## config.mk

```make
export PLATFORM = sky130hd
export DESIGN_NAME = store_align_buffer
export DESIGN_NICKNAME = d
export VERILOG_FILES = /design/src/rtl/store_align_buffer.sv
export SDC_FILE = /design/constraint.sdc
export NUM_CORES = 1
export LEC_CHECK = 0
export CORE_MARGIN = 2
export CORE_UTILIZATION = 45
export CTS_CLUSTER_DIAMETER = 120
export CTS_CLUSTER_SIZE = 30
export DETAILED_ROUTE_END_ITERATION = 8
export GPL_TIMING_DRIVEN = 0
export PLACE_DENSITY = 0.67
export SYNTH_ARGS = -nofsm -noshare
export SYNTH_HDL_FRONTEND = slang
export SYNTH_SLANG_ARGS = --single-unit
```

## constraint.sdc

```tcl
create_clock -name clk -period 3.2 [get_ports clk]
set_input_delay 0.8 -clock clk [delete_from_list [all_inputs] [get_ports clk]]
set_output_delay 0.8 -clock clk [all_outputs]
set_load 0.005 [all_outputs]
```

## src/rtl/store_align_buffer.sv

```systemverilog
// store_align_buffer
//   Store alignment buffer between the MEM stage and the data cache. Each
//   SB/SH/SW request is lane-aligned (replicated data + byte enables) and
//   queued in a DEPTH-entry FIFO whose head is presented to the cache.
//   Misaligned SH/SW requests are handshaken but dropped, and flagged by a
//   one-cycle misalign pulse on the following cycle.
//
//   Optional feature: define STORE_MERGE_EN to merge an aligned store into
//   the tail entry when it targets the same word (write combining).
//
// Parameters
//   DEPTH      number of FIFO entries (power of two, 2..16)
// Ports
//   clk        clock, rising edge
//   rst_n      asynchronous active-low reset
//   st_valid   store request from MEM stage
//   st_ready   request accepted when st_valid=1
//   st_type    00 none, 01 SB, 10 SH, 11 SW
//   st_addr    byte address
//   st_data    rs2 value
//   mem_valid  head entry valid (== !empty)
//   mem_ready  cache accepts head entry
//   mem_addr   word address of head entry
//   mem_wdata  lane-aligned write data of head entry
//   mem_be     byte enables of head entry (0000 when empty)
//   misalign   one-cycle pulse after a misaligned store was rejected
//   empty      FIFO holds no entries
module store_align_buffer #(
    parameter int DEPTH = 4
) (
    input  logic        clk,
    input  logic        rst_n,
    input  logic        st_valid,
    output logic        st_ready,
    input  logic [1:0]  st_type,
    input  logic [31:0] st_addr,
    input  logic [31:0] st_data,
    output logic        mem_valid,
    input  logic        mem_ready,
    output logic [29:0] mem_addr,
    output logic [31:0] mem_wdata,
    output logic [3:0]  mem_be,
    output logic        misalign,
    output logic        empty
);

    localparam int PW = $clog2(DEPTH);
    localparam logic [PW:0]   CNT_ONE  = 1;
    localparam logic [PW:0]   CNT_FULL = DEPTH[PW:0];
    localparam logic [PW-1:0] PTR_ONE  = 1;

    function automatic logic [31:0] align_wdata(input logic [1:0] t, input logic [31:0] d);
        case (t)
            2'b01:   return {4{d[7:0]}};
            2'b10:   return {2{d[15:0]}};
            default: return d;
        endcase
    endfunction

    function automatic logic [3:0] align_be(input logic [1:0] t, input logic [1:0] a);
        case (t)
            2'b01:   return 4'b0001 << a;
            2'b10:   return a[1] ? 4'b1100 : 4'b0011;
            2'b11:   return 4'b1111;
            default: return 4'b0000;
        endcase
    endfunction

    function automatic logic is_misaligned(input logic [1:0] t, input logic [1:0] a);
        return (t == 2'b10 && a[0]) || (t == 2'b11 && a != 2'b00);
    endfunction

    // storage (data only, never reset)
    logic [29:0] addr_q  [DEPTH];
    logic [31:0] wdata_q [DEPTH];
    logic [3:0]  be_q    [DEPTH];

    // control
    logic [PW-1:0] wptr, rptr;
    logic [PW:0]   count;
    logic          misalign_p1;

    logic        full, bad, accept, enq, deq, can_merge;
    logic [31:0] new_wdata;
    logic [3:0]  new_be;

    assign full      = (count == CNT_FULL);
    assign empty     = (count == '0);
    assign bad       = is_misaligned(st_type, st_addr[1:0]);
    assign new_wdata = align_wdata(st_type, st_data);
    assign new_be    = align_be(st_type, st_addr[1:0]);
    assign deq       = !empty && mem_ready;

`ifdef STORE_MERGE_EN
    logic [PW-1:0] tail;
    assign tail = wptr - PTR_ONE;
    // With a single entry the tail is the head; never merge into a leaving head.
    assign can_merge = st_valid && (st_type != 2'b00) && !bad && (count != '0)
                       && (addr_q[tail] == st_addr[31:2])
                       && !((count == CNT_ONE) && deq);
`else
    assign can_merge = 1'b0;
`endif

    assign st_ready = !full || can_merge;
    assign accept   = st_valid && st_ready && (st_type != 2'b00);
    assign enq      = accept && !bad && !can_merge;

    // Stage p0 -> p1: pointer/count update and misalign pulse register
    always_ff @(posedge clk or negedge rst_n) begin
        if (!rst_n) begin
            wptr        <= '0;
            rptr        <= '0;
            count       <= '0;
            misalign_p1 <= 1'b0;
        end else begin
            misalign_p1 <= accept && bad;
            if (enq) wptr <= wptr + PTR_ONE;
            if (deq) rptr <= rptr + PTR_ONE;
            case ({enq, deq})
                2'b10:   count <= count + CNT_ONE;
                2'b01:   count <= count - CNT_ONE;
                default: count <= count;
            endcase
        end
    end

    // Stage p0 -> p1: entry storage write (new entry or merge into tail)
    always_ff @(posedge clk) begin
        if (enq) begin
            addr_q[wptr]  <= st_addr[31:2];
            wdata_q[wptr] <= new_wdata;
            be_q[wptr]    <= new_be;
        end
`ifdef STORE_MERGE_EN
        else if (accept && can_merge) begin
            for (int i = 0; i < 4; i++) begin
                if (new_be[i]) wdata_q[tail][8*i +: 8] <= new_wdata[8*i +: 8];
            end
            be_q[tail] <= be_q[tail] | new_be;
        end
`endif
    end

    assign mem_valid = !empty;
    assign mem_addr  = addr_q[rptr];
    assign mem_wdata = wdata_q[rptr];
    assign mem_be    = empty ? 4'b0000 : be_q[rptr];
    assign misalign  = misalign_p1;

endmodule

```

* Word-level counts from Yosys, hierarchy flattened
Memory sizes are Yosys's and may differ from the RTL's.
Cells that the tools add are included.
** Word-level totals
- Register bits after elaboration :: 8
- Bits in writable memories :: 264
- Input bits :: 70
- Output and inout bits :: 70
- Word-level logic and storage cells :: 40
- Memories kept :: 3
** Cells by class
- Add/sub/neg operators :: 4
- Equality and inequality tests :: 6
- Shifts and indexed selects :: 1
- Multiplexer cells :: 7
- Reductions and logical operators :: 15
** Memory list
- wdata_q :: depth 4, width 32, read ports 1, clocked after memory_dff 0, wr ports 1, RTL line 75 : logic [31:0] wdata_q [DEPTH];
- addr_q :: depth 4, width 30, read ports 1, clocked after memory_dff 0, wr ports 1, RTL line 74 : logic [29:0] addr_q [DEPTH];
- be_q :: depth 4, width 4, read ports 1, clocked after memory_dff 0, wr ports 1, RTL line 76 : logic [3:0] be_q [DEPTH];
** Operators by type and width (count)
- case mux 32 bit (2 select lines) :: 1
- case mux 4 bit (3 select lines) :: 1
- two-way mux 4 bit :: 2
- logical AND 1 bit :: 7
- equality test 2 bit, second input constant :: 3
- case mux 3 bit (2 select lines) :: 1
- nonzero test 2 bit :: 3
- adder 2 x 1 -> 2 bit, second input constant :: 2
- equality test 2 x 1 -> 1 bit, second input constant :: 2
- left shift 1 x 2 -> 4 bit, first input constant :: 1
- adder 3 x 1 -> 3 bit, second input constant :: 1
- equality test 3 bit, second input constant :: 1
- logical NOT 1 bit :: 3
- logical NOT 3 bit :: 1
- subtractor 3 x 1 -> 3 bit, second input constant :: 1
- two-way mux 1 bit :: 2
- logical OR 1 bit :: 1

* Depth between registers and ports, before layout
- Word-level depth :: 7
- Mapped depth :: 11
- Gate-level depth less buffers :: 11

* Worst setup path after synthesis
Ideal clock, no wire load.
- Path kind :: input -> register
- From :: in st_type[0]
- To :: mem addr_q[0][0] (enable)
- Library setup time :: 395 ps
- Data arrival time :: 2393 ps
- Data required time :: 2805 ps
- Path slack :: 412 ps
- Cell stages on the path :: 4
- Path buffers :: 0
- Path through :: ha_1 > a21oi_1 > o2111a_4 > and2_2
** On the way
- Word-level cells in the longest chain between the ends :: 7
- Elaborated cells on any way between the ends :: 11
- Those cells by class :: 2 x eq/ne; 2 x mux; 7 x reduce/logical
** RTL lines
- from (decl) :: RTL line 35 : input logic [1:0] st_type,
- equality test 2 bit :: RTL line 70 : return (t == 2'b10 && a[0]) || (t == 2'b11 && a != 2'b00);
- logical AND 1 bit :: RTL line 70
- logical OR 1 bit :: RTL line 70
- logical NOT 1 bit :: RTL line 107 : assign enq = accept && !bad && !can_merge;
- logical AND 1 bit (*) :: RTL line 107
- two-way mux 1 bit (*) :: RTL line 130 : if (enq) begin
- two-way mux 1 bit (not written as such) (*) :: RTL line 131 : addr_q[wptr] <= st_addr[31:2];
- to (decl) :: RTL line 74
Mark *: on every way between the ends. The rest lies on a longest branch, timed or not.

* Worst setup path in the final report
- From :: reg rptr[0]
- To :: out mem_wdata[23]
** On the way
- Word-level cells in the longest chain between the ends :: 1
** RTL lines
- from (decl) :: RTL line 79 : logic [PW-1:0] wptr, rptr;
- from (signal assigned) :: RTL line 119 : if (deq) rptr <= rptr + PTR_ONE;
- memory read (4 x 32 bit)
- to (decl) :: RTL line 41 : output logic [31:0] mem_wdata,
Every way passes these cells.

==> flow_summary.yaml <==
outcome:
  outcome: "finished, final reports clean"
cts:
  cts_buffer_depth: 3
  clkSinkCount: 272
  cts_tree: "built"
  htreeDepth: 1
  clk_latency_ps: 490
  cts_hold_buf: 0
  cts_root_buf: "clkbuf_16"
  clk_pin_slew_ps: 110
  cts_buffers: 13
synthesis:
  netlist_instances: 479
  netlist_area_um2: 10510
  syn_nets: 559
  yosysWarnings: 0
  yosys-top-cells-count: "264 x edfxtp_1, 66 x mux4_2, 20 x inv_1, 14 x nor2_1, 13 x a21oi_1"
  synth_edf_count: 264
  yosysTopAreaCellShare: 0.7540
  synth-seq-cells: 272
  synth_seq_area_share: 0.7731
  synthArstFlopShare: 0.02941
  syn_area_per_cell_um2: 21.95
  synth_most_common_cell: "edfxtp_1"
  synthTopCellsByArea: "edfxtp_1 75%, mux4_2 14%, dfrtp_1 1.9%"
  synth_top_area_cell: "edfxtp_1"
  synthFlopType: "edfxtp_1"
  ys_types: 32
cells_and_area:
  area_delta_synth_final_pct: 22.35
  drive_gt1_frac: 0.1755
  diodes: 0
  fillerInstances: 1720
  multiInputGateArea_um2: 2180
  register_area_um2: 8129
  fin_util: 0.5647
  final_nets: 720
place:
  gp_congestion: 0.7672
  port_buffers: 139
  dp_slack_ps: -86.25
  hpwl_um: 13420
pwr:
  p_switching_w: 0.002653
  ir_drop_mv: 0.4291
  p_seq_frac: 0.458
  p_int_w: 0.007290
  power_density_nw_per_um2: 772.9
  pwr-share-clk: 0.181
  swShare: 0.2668
  p_comb_frac: 0.361
  p_leak_nw: 4.254
critical_path:
  crit_top_cell: "buf_12"
  critPathMaxFanout: 10
  cp-start-kind: "flop"
  critPathKind: "flop to primary output"
  critPathRequiredTime_ps: 2400
  cp_slowest_stage_delay_ps: 530
  crit_path_end_kind: "primary output"
  cp.depth: 5
  worst-path-buf-inv: 4
  slowest_stage: "mux4_2"
  cp_top_family: "buffers and inverters"
  arrival_ps: 2300
  path_cells: "buf_6 -> buf_12 -> buf_12 -> mux4_2 -> clkdlybuf4s50_1"
  r2r_cells: 9
floorplan:
  rows: 55
  die_area_um2: 24600
  die_w_um: 156.9
  fp.dieH_um: 156.9
  core-area_um2: 22780
  num_io_pins: 140
  initial_core_util: 0.4616
drt:
  wire_per_inst_um: 21.42
  dr.pass1.iters: 5
  num_vias: 5160
  avgViaCountPerCell: 5.392
  drc: 0
  wirelength_um: 20500
  drtIter0Drc: 296
  antenna_left: 0
sta:
  rsz0062_at_grt: "true"
  fin_ws_ps: 95.90
  slew_headroom: 0.5138
  fin_crit_sh: 0.9700
  setup_violations: 0
  fin_worst_skew_ps: 33.38
  min_period_ps: 3104
  worst_pin_slew_ps: 726.6
  slew_viol_final: 0
  setup_tns_ps: 0
  finalHoldViolCount: 0
  fmax_mhz: 322.2
grt:
  grt_pass1_vias: 5384
  grt_max_degree: 53
  antenna_found_initial: 0
  grt_overflow: 0
  grt_first_pass_wirelength_um: 30800
  grt_use_total: 0.1678
min_path:
  hp-class: "flop to flop"
  min_path_cells: 1
run:
  cap_violations: 0
==> power by group through the flow <==
stage	Clock [W]	Sequential [W]	Combinational, W
4_1_cts	0.00188	0.00456	0.00366
3_5_place_dp	0	0.00464	0.00362
5_1_grt	0.00200	0.00459	0.00387
2_1_floorplan	0	0.00460	0.00185
3_3_place_gp	0	0.00463	0.00352
6_report	0.00180	0.00455	0.00359
==> through the flow <==
stage          power [W]  hold WS (ps)  cell area, um2  instances
2_1_floorplan   0.006445         447.5           10510        479
3_3_place_gp    0.008145         464.2           12300        931
3_5_place_dp    0.008262         488.8           12410        935
4_1_cts          0.01009         508.4           12820        954
5_1_grt          0.01046         530.8           12860        957
6_report        0.009943         504.9           12860        957
==> kinds of logic (layout without fill, tap and decap cells) <==
kind of cell / after synthesis / in the layout / share of synthesized area
adders and majority gates: 10 / 10 / 0.01261
DFF: 272 / 272 / 0.7731
xor gates and xnor gates: 6 / 6 / 0.004999
and+or+nand+nor: 38 / 38 / 0.01857
AOI/OAI and AO/OA: 41 / 41 / 0.02690
buffers and inverters: 44 / 209 / 0.02011
muxes: 68 / 68 / 0.1438
==> routing by layer <==
metal	vias to the layer above	wire length, um	track usage
met3	18	1132	0.02908
met2	155	10020	0.2840
li1	2269	-	-
met1	2718	9051	0.2332
met5	-	0	0
met4	0	296	0.03102
==> worst paths after layout <==
kind	end	slack, ps	start
min	count[2]$_DFFE_PN0P_	500	count[2]$_DFFE_PN0P_
max	mem_wdata[23]	100	rptr[0]$_DFFE_PN0P_
min in group asynchronous	misalign$_DFF_PN0_	590	rst_n
min reg2reg	count[2]$_DFFE_PN0P_	500	count[2]$_DFFE_PN0P_
max in group asynchronous	rptr[1]$_DFFE_PN0P_	2300	rst_n
max reg2reg	count[2]$_DFFE_PN0P_	980	count[0]$_DFFE_PN0P_
==> cell type report <==
class                      count  area share
sequential                   272      0.6319
tap                          313     0.03044
buffer                        24     0.01469
clock inverter                 2    0.003015
inverter                      20    0.005836
multi-input combinational    163      0.1694
clock buffer                  17     0.02646
timing repair buffer         146      0.1182
==> sequential cells by signal, summed over array words and instances (netlist names) <==
name	flops
addr_q	120
be_q	16
count	3
misalign	1
rptr	2
wdata_q	128
wptr	2
==> cells in the final DEF (no fill, tap or decap), types with 4 or more instances in the layout <==
master,count
a21oi_1,13
dfrtp_1,7
and2_4,4
dlygate4sd2_1,9
ha_1,9
and2_1,6
nand2_1,8
nor2_1,14
o22ai_1,8
inv_1,20
a22o_1,8
a22oi_1,8
clkbuf_16,13
clkbuf_1,11
mux4_2,66
buf_16,4
edfxtp_1,264
buf_4,9
clkdlybuf4s50_1,127
==> timing repair <==
item | CTS | global route
buffers inserted | 0 | 3
cloned | 0 | 0
hold endpoints to repair | 0 | 0
resized for setup | 23 | 7
setup endpoints to repair | 49 | 22
Note: power is estimated with default switching activity, not from simulation.
